`src/rtl/sattn_pkg.sv`:
```
// Shared definitions for the sparse-attention accelerator register file: register
// offsets, command opcodes, the MMIO host state encoding and the latched descriptor.
package sattn_pkg;

  localparam logic [7:0] REG_Q_BASE    = 8'h00;
  localparam logic [7:0] REG_K_BASE    = 8'h08;
  localparam logic [7:0] REG_V_BASE    = 8'h10;
  localparam logic [7:0] REG_O_BASE    = 8'h18;
  localparam logic [7:0] REG_IDX_BASE  = 8'h20;
  localparam logic [7:0] REG_STRD_BASE = 8'h28;
  localparam logic [7:0] REG_M_ROWS    = 8'h30;
  localparam logic [7:0] REG_HEAD_D    = 8'h38;
  localparam logic [7:0] REG_BLOCK_SZ  = 8'h40;
  localparam logic [7:0] REG_K_BLOCKS  = 8'h48;
  localparam logic [7:0] REG_S_TOKENS  = 8'h50;
  localparam logic [7:0] REG_SCALE_FP  = 8'h58;
  localparam logic [7:0] REG_CMD       = 8'h60;
  localparam logic [7:0] REG_SUM       = 8'h68;
  localparam logic [7:0] REG_IDX_ADDR  = 8'h70;
  localparam logic [7:0] REG_IDX_DATA  = 8'h78;

  localparam int NUM_DESC_REGS = 12;

  typedef enum logic [7:0] {
    CMD_NOP   = 8'h00,
    CMD_SPDOT = 8'h14
  } cmd_e;

  typedef enum logic [2:0] {
    ST_IDLE,
    ST_WR_REGS,
    ST_IDX_ADDR,
    ST_IDX_DATA,
    ST_WR_CMD,
    ST_POLL,
    ST_RD_SUM,
    ST_RESP
  } host_state_e;

  typedef struct packed {
    logic [63:0] q_base;
    logic [63:0] k_base;
    logic [63:0] v_base;
    logic [63:0] o_base;
    logic [63:0] idx_base;
    logic [63:0] strd_base;
    logic [31:0] m_rows;
    logic [31:0] head_d;
    logic [31:0] block_sz;
    logic [31:0] k_blocks;
    logic [31:0] s_tokens;
    logic [31:0] scale_fp;
    logic [7:0]  cmd;
    logic [15:0] idx_cnt;
  } desc_t;

  // Descriptor register slot -> byte offset, in register-map order.
  function automatic logic [7:0] desc_reg_offset(input logic [3:0] slot);
    case (slot)
      4'd0:    return REG_Q_BASE;
      4'd1:    return REG_K_BASE;
      4'd2:    return REG_V_BASE;
      4'd3:    return REG_O_BASE;
      4'd4:    return REG_IDX_BASE;
      4'd5:    return REG_STRD_BASE;
      4'd6:    return REG_M_ROWS;
      4'd7:    return REG_HEAD_D;
      4'd8:    return REG_BLOCK_SZ;
      4'd9:    return REG_K_BLOCKS;
      4'd10:   return REG_S_TOKENS;
      4'd11:   return REG_SCALE_FP;
      default: return REG_Q_BASE;
    endcase
  endfunction

endpackage

```
`src/rtl/sattn_mmio_host.sv`:
```
// MMIO initiator: programs one descriptor into the accelerator, optionally streams
// block indices, issues the command, polls for done, reads the checksum, responds.
module sattn_mmio_host
  import sattn_pkg::*;
#(
  parameter int ADDR_WIDTH   = 16,
  parameter int DATA_WIDTH   = 64,
  parameter int POLL_TIMEOUT = 65535
) (
  input  logic                  clk,
  input  logic                  rstn,
  input  logic                  desc_valid,
  output logic                  desc_ready,
  input  logic [63:0]           desc_q_base,
  input  logic [63:0]           desc_k_base,
  input  logic [63:0]           desc_v_base,
  input  logic [63:0]           desc_o_base,
  input  logic [63:0]           desc_idx_base,
  input  logic [63:0]           desc_strd_base,
  input  logic [31:0]           desc_m_rows,
  input  logic [31:0]           desc_head_d,
  input  logic [31:0]           desc_block_sz,
  input  logic [31:0]           desc_k_blocks,
  input  logic [31:0]           desc_s_tokens,
  input  logic [31:0]           desc_scale_fp,
  input  logic [7:0]            desc_cmd,
  input  logic [15:0]           desc_idx_cnt,
  input  logic                  idx_valid,
  output logic                  idx_ready,
  input  logic [15:0]           idx_data,
  output logic                  mmio_wen,
  output logic                  mmio_ren,
  output logic [ADDR_WIDTH-1:0] mmio_addr,
  output logic [DATA_WIDTH-1:0] mmio_wdata,
  input  logic [DATA_WIDTH-1:0] mmio_rdata,
  output logic                  rsp_valid,
  input  logic                  rsp_ready,
  output logic [63:0]           rsp_sum,
  output logic                  rsp_timeout,
  output logic                  busy
);

  localparam logic [15:0] POLL_LAST = 16'(POLL_TIMEOUT - 1);
  localparam logic [3:0]  REG_LAST  = 4'(NUM_DESC_REGS - 1);

  host_state_e state_q, state_d;
  logic [3:0]  reg_i_q, reg_i_d;
  logic [15:0] idx_i_q, idx_i_d;
  logic [15:0] poll_cnt_q, poll_cnt_d;
  desc_t       desc_q, desc_d;
  logic [63:0] rsp_sum_q, rsp_sum_d;
  logic        rsp_timeout_q, rsp_timeout_d;
  logic [63:0] reg_val;

  always_comb begin
    case (reg_i_q)
      4'd0:    reg_val = desc_q.q_base;
      4'd1:    reg_val = desc_q.k_base;
      4'd2:    reg_val = desc_q.v_base;
      4'd3:    reg_val = desc_q.o_base;
      4'd4:    reg_val = desc_q.idx_base;
      4'd5:    reg_val = desc_q.strd_base;
      4'd6:    reg_val = {32'h0, desc_q.m_rows};
      4'd7:    reg_val = {32'h0, desc_q.head_d};
      4'd8:    reg_val = {32'h0, desc_q.block_sz};
      4'd9:    reg_val = {32'h0, desc_q.k_blocks};
      4'd10:   reg_val = {32'h0, desc_q.s_tokens};
      4'd11:   reg_val = {32'h0, desc_q.scale_fp};
      default: reg_val = 64'h0;
    endcase
  end

  always_comb begin
    // NOTE: every output of this block gets a default first so no path infers a latch.
    state_d       = state_q;
    reg_i_d       = reg_i_q;
    idx_i_d       = idx_i_q;
    poll_cnt_d    = poll_cnt_q;
    desc_d        = desc_q;
    rsp_sum_d     = rsp_sum_q;
    rsp_timeout_d = rsp_timeout_q;
    mmio_wen      = 1'b0;
    mmio_ren      = 1'b0;
    mmio_addr     = '0;
    mmio_wdata    = '0;
    idx_ready     = 1'b0;

    case (state_q)
      ST_IDLE: begin
        if (desc_valid) begin
          desc_d = '{q_base: desc_q_base, k_base: desc_k_base, v_base: desc_v_base,
                     o_base: desc_o_base, idx_base: desc_idx_base, strd_base: desc_strd_base,
                     m_rows: desc_m_rows, head_d: desc_head_d, block_sz: desc_block_sz,
                     k_blocks: desc_k_blocks, s_tokens: desc_s_tokens, scale_fp: desc_scale_fp,
                     cmd: desc_cmd, idx_cnt: desc_idx_cnt};
          reg_i_d = 4'd0;
          state_d = ST_WR_REGS;
        end
      end

      ST_WR_REGS: begin
        mmio_wen   = 1'b1;
        mmio_addr  = ADDR_WIDTH'(desc_reg_offset(reg_i_q));
        mmio_wdata = DATA_WIDTH'(reg_val);
        if (reg_i_q == REG_LAST) begin
          if (desc_q.idx_cnt != 16'd0) begin
            idx_i_d = 16'd0;
            state_d = ST_IDX_ADDR;
          end else begin
            state_d = ST_WR_CMD;
          end
        end else begin
          reg_i_d = reg_i_q + 4'd1;
        end
      end

      ST_IDX_ADDR: begin
        mmio_wen   = 1'b1;
        mmio_addr  = ADDR_WIDTH'(REG_IDX_ADDR);
        mmio_wdata = DATA_WIDTH'(idx_i_q);
        state_d    = ST_IDX_DATA;
      end

      // Strobe only on an actual transfer; an idle stream simply holds here.
      ST_IDX_DATA: begin
        idx_ready = 1'b1;
        if (idx_valid) begin
          mmio_wen   = 1'b1;
          mmio_addr  = ADDR_WIDTH'(REG_IDX_DATA);
          mmio_wdata = DATA_WIDTH'(idx_data);
          if (idx_i_q == desc_q.idx_cnt - 16'd1) begin
            state_d = ST_WR_CMD;
          end else begin
            idx_i_d = idx_i_q + 16'd1;
            state_d = ST_IDX_ADDR;
          end
        end
      end

      ST_WR_CMD: begin
        rsp_timeout_d = 1'b0;
        if (desc_q.cmd == CMD_NOP) begin
          rsp_sum_d = 64'h0;
          state_d   = ST_RESP;
        end else begin
          mmio_wen   = 1'b1;
          mmio_addr  = ADDR_WIDTH'(REG_CMD);
          mmio_wdata = DATA_WIDTH'(desc_q.cmd);
          poll_cnt_d = 16'd0;
          state_d    = ST_POLL;
        end
      end

      // Done is a single-cycle pulse, so the read strobe must be held every cycle.
      ST_POLL: begin
        mmio_ren  = 1'b1;
        mmio_addr = ADDR_WIDTH'(REG_CMD);
        if (mmio_rdata[0]) begin
          state_d = ST_RD_SUM;
        end else if (poll_cnt_q == POLL_LAST) begin
          rsp_sum_d     = 64'h0;
          rsp_timeout_d = 1'b1;
          state_d       = ST_RESP;
        end else begin
          poll_cnt_d = poll_cnt_q + 16'd1;
        end
      end

      ST_RD_SUM: begin
        mmio_ren  = 1'b1;
        mmio_addr = ADDR_WIDTH'(REG_SUM);
        rsp_sum_d = 64'(mmio_rdata);
        state_d   = ST_RESP;
      end

      ST_RESP: begin
        if (rsp_ready) state_d = ST_IDLE;
      end

      default: state_d = ST_IDLE;
    endcase
  end

  always_ff @(posedge clk or negedge rstn) begin
    if (!rstn) begin
      state_q       <= ST_IDLE;
      reg_i_q       <= 4'd0;
      idx_i_q       <= 16'd0;
      poll_cnt_q    <= 16'd0;
      desc_q        <= '0;
      rsp_sum_q     <= 64'h0;
      rsp_timeout_q <= 1'b0;
    end else begin
      // NOTE: state registers use non-blocking assignment so every flop samples pre-edge values.
      state_q       <= state_d;
      reg_i_q       <= reg_i_d;
      idx_i_q       <= idx_i_d;
      poll_cnt_q    <= poll_cnt_d;
      desc_q        <= desc_d;
      rsp_sum_q     <= rsp_sum_d;
      rsp_timeout_q <= rsp_timeout_d;
    end
  end

  assign desc_ready  = (state_q == ST_IDLE);
  assign busy        = (state_q != ST_IDLE);
  assign rsp_valid   = (state_q == ST_RESP);
  assign rsp_sum     = rsp_sum_q;
  assign rsp_timeout = rsp_timeout_q;

endmodule
```
`config.mk`:
```
export PLATFORM = sky130hd
export DESIGN_NAME = sattn_mmio_host
export DESIGN_NICKNAME = d
export VERILOG_FILES = /design/src/rtl/sattn_pkg.sv /design/src/rtl/sattn_mmio_host.sv
export SDC_FILE = /design/constraint.sdc
export NUM_CORES = 2
export LEC_CHECK = 0
export CORE_AREA = 2 2 329 331
export CTS_BUF_LIST = sky130_fd_sc_hd__clkbuf_4 sky130_fd_sc_hd__clkbuf_8 sky130_fd_sc_hd__clkbuf_16
export CTS_CLUSTER_DIAMETER = 50
export CTS_CLUSTER_SIZE = 12
export DETAILED_ROUTE_END_ITERATION = 8
export DIE_AREA = 0 0 331 333
export PLACE_DENSITY = 0.62
export SYNTH_ARGS = -nofsm -noshare
export SYNTH_HDL_FRONTEND = slang
export SYNTH_SLANG_ARGS = --single-unit
```
`constraint.sdc`:
```
create_clock -name clk -period 8.8 [get_ports clk]
set_clock_uncertainty 0.05 [all_clocks]
set_input_delay 2.64 -clock clk [delete_from_list [all_inputs] [get_ports clk]]
set_output_delay 2.64 -clock clk [all_outputs]
set_load 0.01 [all_outputs]
```
Word-level counts from Yosys, hierarchy flattened

Memories as Yosys holds them, arrays and structs flattened.
Cells that the tools add are included.

$add $sub $neg: 4
Eq/ne operators: 33
Mux-type cells: 41
Reductions and logical operators: 18

Operators with widths:

| operator                | number |
|---|---|
| $pmux W64 S12           | 1 |
| $pmux W64 S4            | 1 |
| $mux W64                | 3 |
| $pmux W64 S3            | 1 |
| $mux W16                | 8 |
| $pmux W16 S2            | 2 |
| $pmux W8 S6             | 1 |
| $add A16 B1 Y16 const B | 2 |
| $mux W3                 | 8 |
| $pmux W3 S8             | 1 |
| $ne A2 B2 Y1 const B    | 11 |
| $eq A16 B16 Y1          | 1 |
| $eq A16 B16 Y1 const B  | 1 |
| $eq A4 B3 Y1 const B    | 4 |
| $eq A4 B4 Y1 const B    | 4 |
| $reduce_bool A16 Y1     | 1 |
| $sub A16 B1 Y16 const B | 1 |
| $mux W7                 | 2 |
| $eq A3 B3 Y1 const B    | 4 |
| $reduce_and A5 Y1       | 2 |
| $eq A4 B2 Y1 const B    | 2 |
| $logic_not A8 Y1        | 1 |
| $mux W4                 | 2 |
| $mux W8                 | 1 |
| other kinds (19)        | 31 |

Register bits after elaboration: 704
Memory bits (read-only): 64
Bits of input ports: 685
Output and inout bits: 151
Word-level logic and storage cells: 117
Memories: 1

Memories:

| name            | depth | bits a word | read ports | clocked after memory_dff | wr ports | RTL line        | RTL |
|---|---|---|---|---|---|---|---|
| (no name shown) | 16    | 4           | 1          | 0                        | 0        | sattn_pkg.sv:59 | `case (slot)` |

Depth between registers and ports, before layout

Depth in word-level cells: 5
Mapped depth: 11
Depth with buffers taken out: 10

Least setup slack after synthesis

OpenSTA, ideal clock, no wires.

Path type: input to output
Start: input idx_valid
End: output mmio_wdata[10]
Arrival time: 3.532 ns
Data required time: 6.110 ns
Slack: 2.578 ns
Cell stages on the path: 4
Path buffers: 2
Cell sequence: and2_1 -> clkbuf_1 -> clkbuf_1 -> a221o_1

Word-level cells in the longest chain between the ends: 2

Ends and longest elaborated chain:

| element            | RTL line               | RTL |
|---|---|---|
| start: declaration | sattn_mmio_host.sv:28  | `input logic idx_valid,` |
| $mux W16           | sattn_mmio_host.sv:127 | `if (idx_valid) begin` |
| $pmux W64 S4       | sattn_mmio_host.sv:88  | `case (state_q)` |
| end: declaration   | sattn_mmio_host.sv:34  | `output logic [DATA_WIDTH-1:0] mmio_wdata,` |

No other way between the ends.

Worst setup path after layout

Start: input idx_valid
End: output mmio_wdata[9]

Same word-level chain as after synthesis.

==> results_dict.tcl <==
set metrics [dict create \
    outcome "completed" \
    critPathLaunchType "input port" \
    grt_pass1_wl_um 182000 \
    syn-cell-area_mm2 0.0311 \
    synthCells 3558 \
    seq_area_frac_synth 0.567 \
    vias 28700 \
    track_usage 0.219 \
    wl_per_cell_um 21.5 \
    synth_common_cells "nand2_1, dfrtp_1, a22oi_1" \
    synth_flop_cell "dfrtp_1" \
    ant_nets 0 \
    fin_tns_setup_ns 0 \
    final_util 0.412 \
    critPathKind "input port to output pin" \
    finalSetupViolCount 0 \
    yosysWarnings 0 \
    clockBufferDepth 3 \
    gp_congestion 0.938 \
    path_cells "clkdlybuf4s50_1 -> and2_1 -> buf_4 -> a221o_1 -> clkdlybuf4s50_1" \
    die_h_um 333 \
    tightest_slew_ns 1.27 \
    cp_data_required_time_ns 6.11 \
    yosysTopAreaCell "dfrtp_1" \
    period_needed_ns 7.47 \
    drt-total-wl_um 124000 \
    first_pass_iters 6 \
    max_freq_ghz 0.134 \
    hold_buffers 0 \
    placed_cell_area_mm2 0.0405 \
    syn_area_per_cell_um2 8.74 \
    critPathMostFrequentCell "clkdlybuf4s50_1" \
    core_area_mm2 0.107 \
    cts_made_buffers 94 \
    slew_headroom 0.156 \
    area_growth_pct 41.3 \
    drv_slew 0 \
    rows 120 \
    yosysUniqueCellTypes 65 \
    layout-drive-gt1-share 0.0543 \
    insertion_delay_ns 0.67 \
    antenna_found_initial 45 \
    p_leak_nw 20.6 \
    crit_slowest_cell "clkdlybuf4s50_1" \
    synth-seq-cells 704 \
    num_io_pins 836 \
    synth_area_leaders "dfrtp_1, nand2_1, a22oi_1" \
    synth_top_area_share 0.567 \
    cts_max_level 3 \
    crit_fanout 16 \
    cts-root-buf "clkbuf_16" \
    register_area_mm2 0.0176 \
    cpPeakStageDelay_ns 0.55 \
    timing.hold.ws_ns 0.423 \
    peakVddDrop_mv 0.299 \
    cellPowerDensity_mw_per_mm2 310 \
    fin_crit_sh 0.849 \
    port_buffers 823 \
    cts.sinks 704 \
    crit_buf_inv 3 \
    cts_tree "yes" \
    die-area_mm2 0.110 \
    synth_edf_count 0 \
    critPathTopFamily "buffers and inverters" \
    grt_max_degree 226 \
    grt_pass1_vias 28500 \
    overflow 0 \
    path_clk_slew_ns 0.06 \
    cap_violations 0 \
    cp.arrival_ns 4.78 \
    cp-end-kind "output pin" \
    cts_resized 0 \
    yosysMostFrequentCell "nand2_1" \
    nNetsFinal 4962 \
    drc 0 \
    hold_viol_final 0 \
    drtIter0Drc 2768 \
    die_w_um 331 \
    initial_core_util 0.292 \
    via_per_inst 4.97 \
    async_flop_share 1.00 \
    post-dp-hpwl_um 85500 \
    grt_setup_unrepaired "no" \
    design_area_mm2 0.0439 \
    cts_setup_buffers 0 \
    n_fill_cell 10500 \
    multi_input_area_mm2 0.0125 \
    worstHoldPathType "flop to flop" \
]
==> flip-flops by register name (all words and copies together) (netlist names) <==
register / flops
desc_q: 600
idx_i_q: 16
poll_cnt_q: 16
reg_i_q: 4
rsp_sum: 64
rsp_timeout: 1
state_q: 3
==> path summary, 6_finish.rpt <==
| kind | startpoint | end | slack, ns | cells past startpoint |
|---|---|---|---|---|
| worst max register to register | state_q[0] | desc_q[309] | 5.37 | 7 |
| worst max-delay path | idx_valid | mmio_wdata[9] | 1.33 | 5 |
| worst min register to register | desc_q[422] | desc_q[422] | 0.42 | 2 |
| min in group asynchronous | rstn | rsp_sum[25] | 1.93 | 1 |
| max in group asynchronous | rstn | desc_q[139] | 5.11 | 2 |
| worst min-delay path | desc_q[422] | desc_q[422] | 0.42 | 2 |
==> layout make-up <==
| type | instances | share of cell area |
|---|---|---|
| inverters | 14 | 0.00120 |
| flip-flops and latches | 704 | 0.401 |
| clock inverters | 50 | 0.0150 |
| clock buffers | 122 | 0.0610 |
| repair buffers | 860 | 0.196 |
| multi-input cells | 2595 | 0.284 |
| diodes | 24 | 0.00137 |
| well taps | 1403 | 0.0400 |
==> cells by family after synthesis <==
family                     Yosys count  synth area share
xor gates and xnor gates            35            0.0103
and+or+nand+nor                   2025             0.257
AOI/OAI and AO/OA                  511             0.126
buffers and inverters              270            0.0351
other                                1          0.000121
adders and majority gates            8           0.00322
muxes                                4           0.00129
DFF                                704             0.567
==> where the power goes <==
| group | switching, mW | internal (mW) | total (mW) |
|---|---|---|---|
| clock network | 1.56 | 2.50 | 4.05 |
| logic | 2.28 | 1.74 | 4.03 |
| registers | 0.957 | 4.57 | 5.53 |
==> metrics by stage <==
stage	total power, mW	cells	setup WS, ns
after floorplan	7.62	3569	2.58
after global placement	9.46	5576	1.42
after detailed placement	9.56	5576	1.38
after CTS	13.7	5748	1.38
after global routing	14.4	5768	1.30
final	13.6	5772	1.33
==> worst register-to-register path, cell delays in order, from the launching register on <==
cell     delay, ns
dfrtp_1       0.77
nor2_1        0.19
nand2_1       0.22
inv_1         0.14
nand2_4       0.61
buf_12        0.66
nand2_1       0.58
nand2_1       0.12
==> metal layers <==
| layer | vias to the layer above | track usage | wire, um |
|---|---|---|---|
| met4 | 22 | 0.0856 | 4020 |
| met1 | 13900 | 0.280 | 50300 |
| met2 | 1240 | 0.357 | 59300 |
| li1 | 13200 | - | - |
| met3 | 240 | 0.0505 | 10400 |
| met5 | - | 0 | 161 |
==> layout by cell type, fill, tap and decap left out, drive strengths merged, types with 16 or more instances in the layout <==
| master | n |
|---|---|
| inv | 26 |
| a22oi | 214 |
| a22o | 107 |
| nor2 | 38 |
| a221oi | 44 |
| xor2 | 16 |
| nand2 | 1842 |
| diode | 24 |
| nand4 | 16 |
| o21ai | 24 |
| and3 | 19 |
| and2 | 17 |
| buf | 38 |
| nand3 | 31 |
| a31oi | 59 |
| nor3 | 16 |
| clkdlybuf4s50 | 822 |
| clkbuf | 122 |
| xnor2 | 18 |
| clkinv | 21 |
| dfrtp | 704 |
No activity file was read; power rests on OpenSTA's default activity.
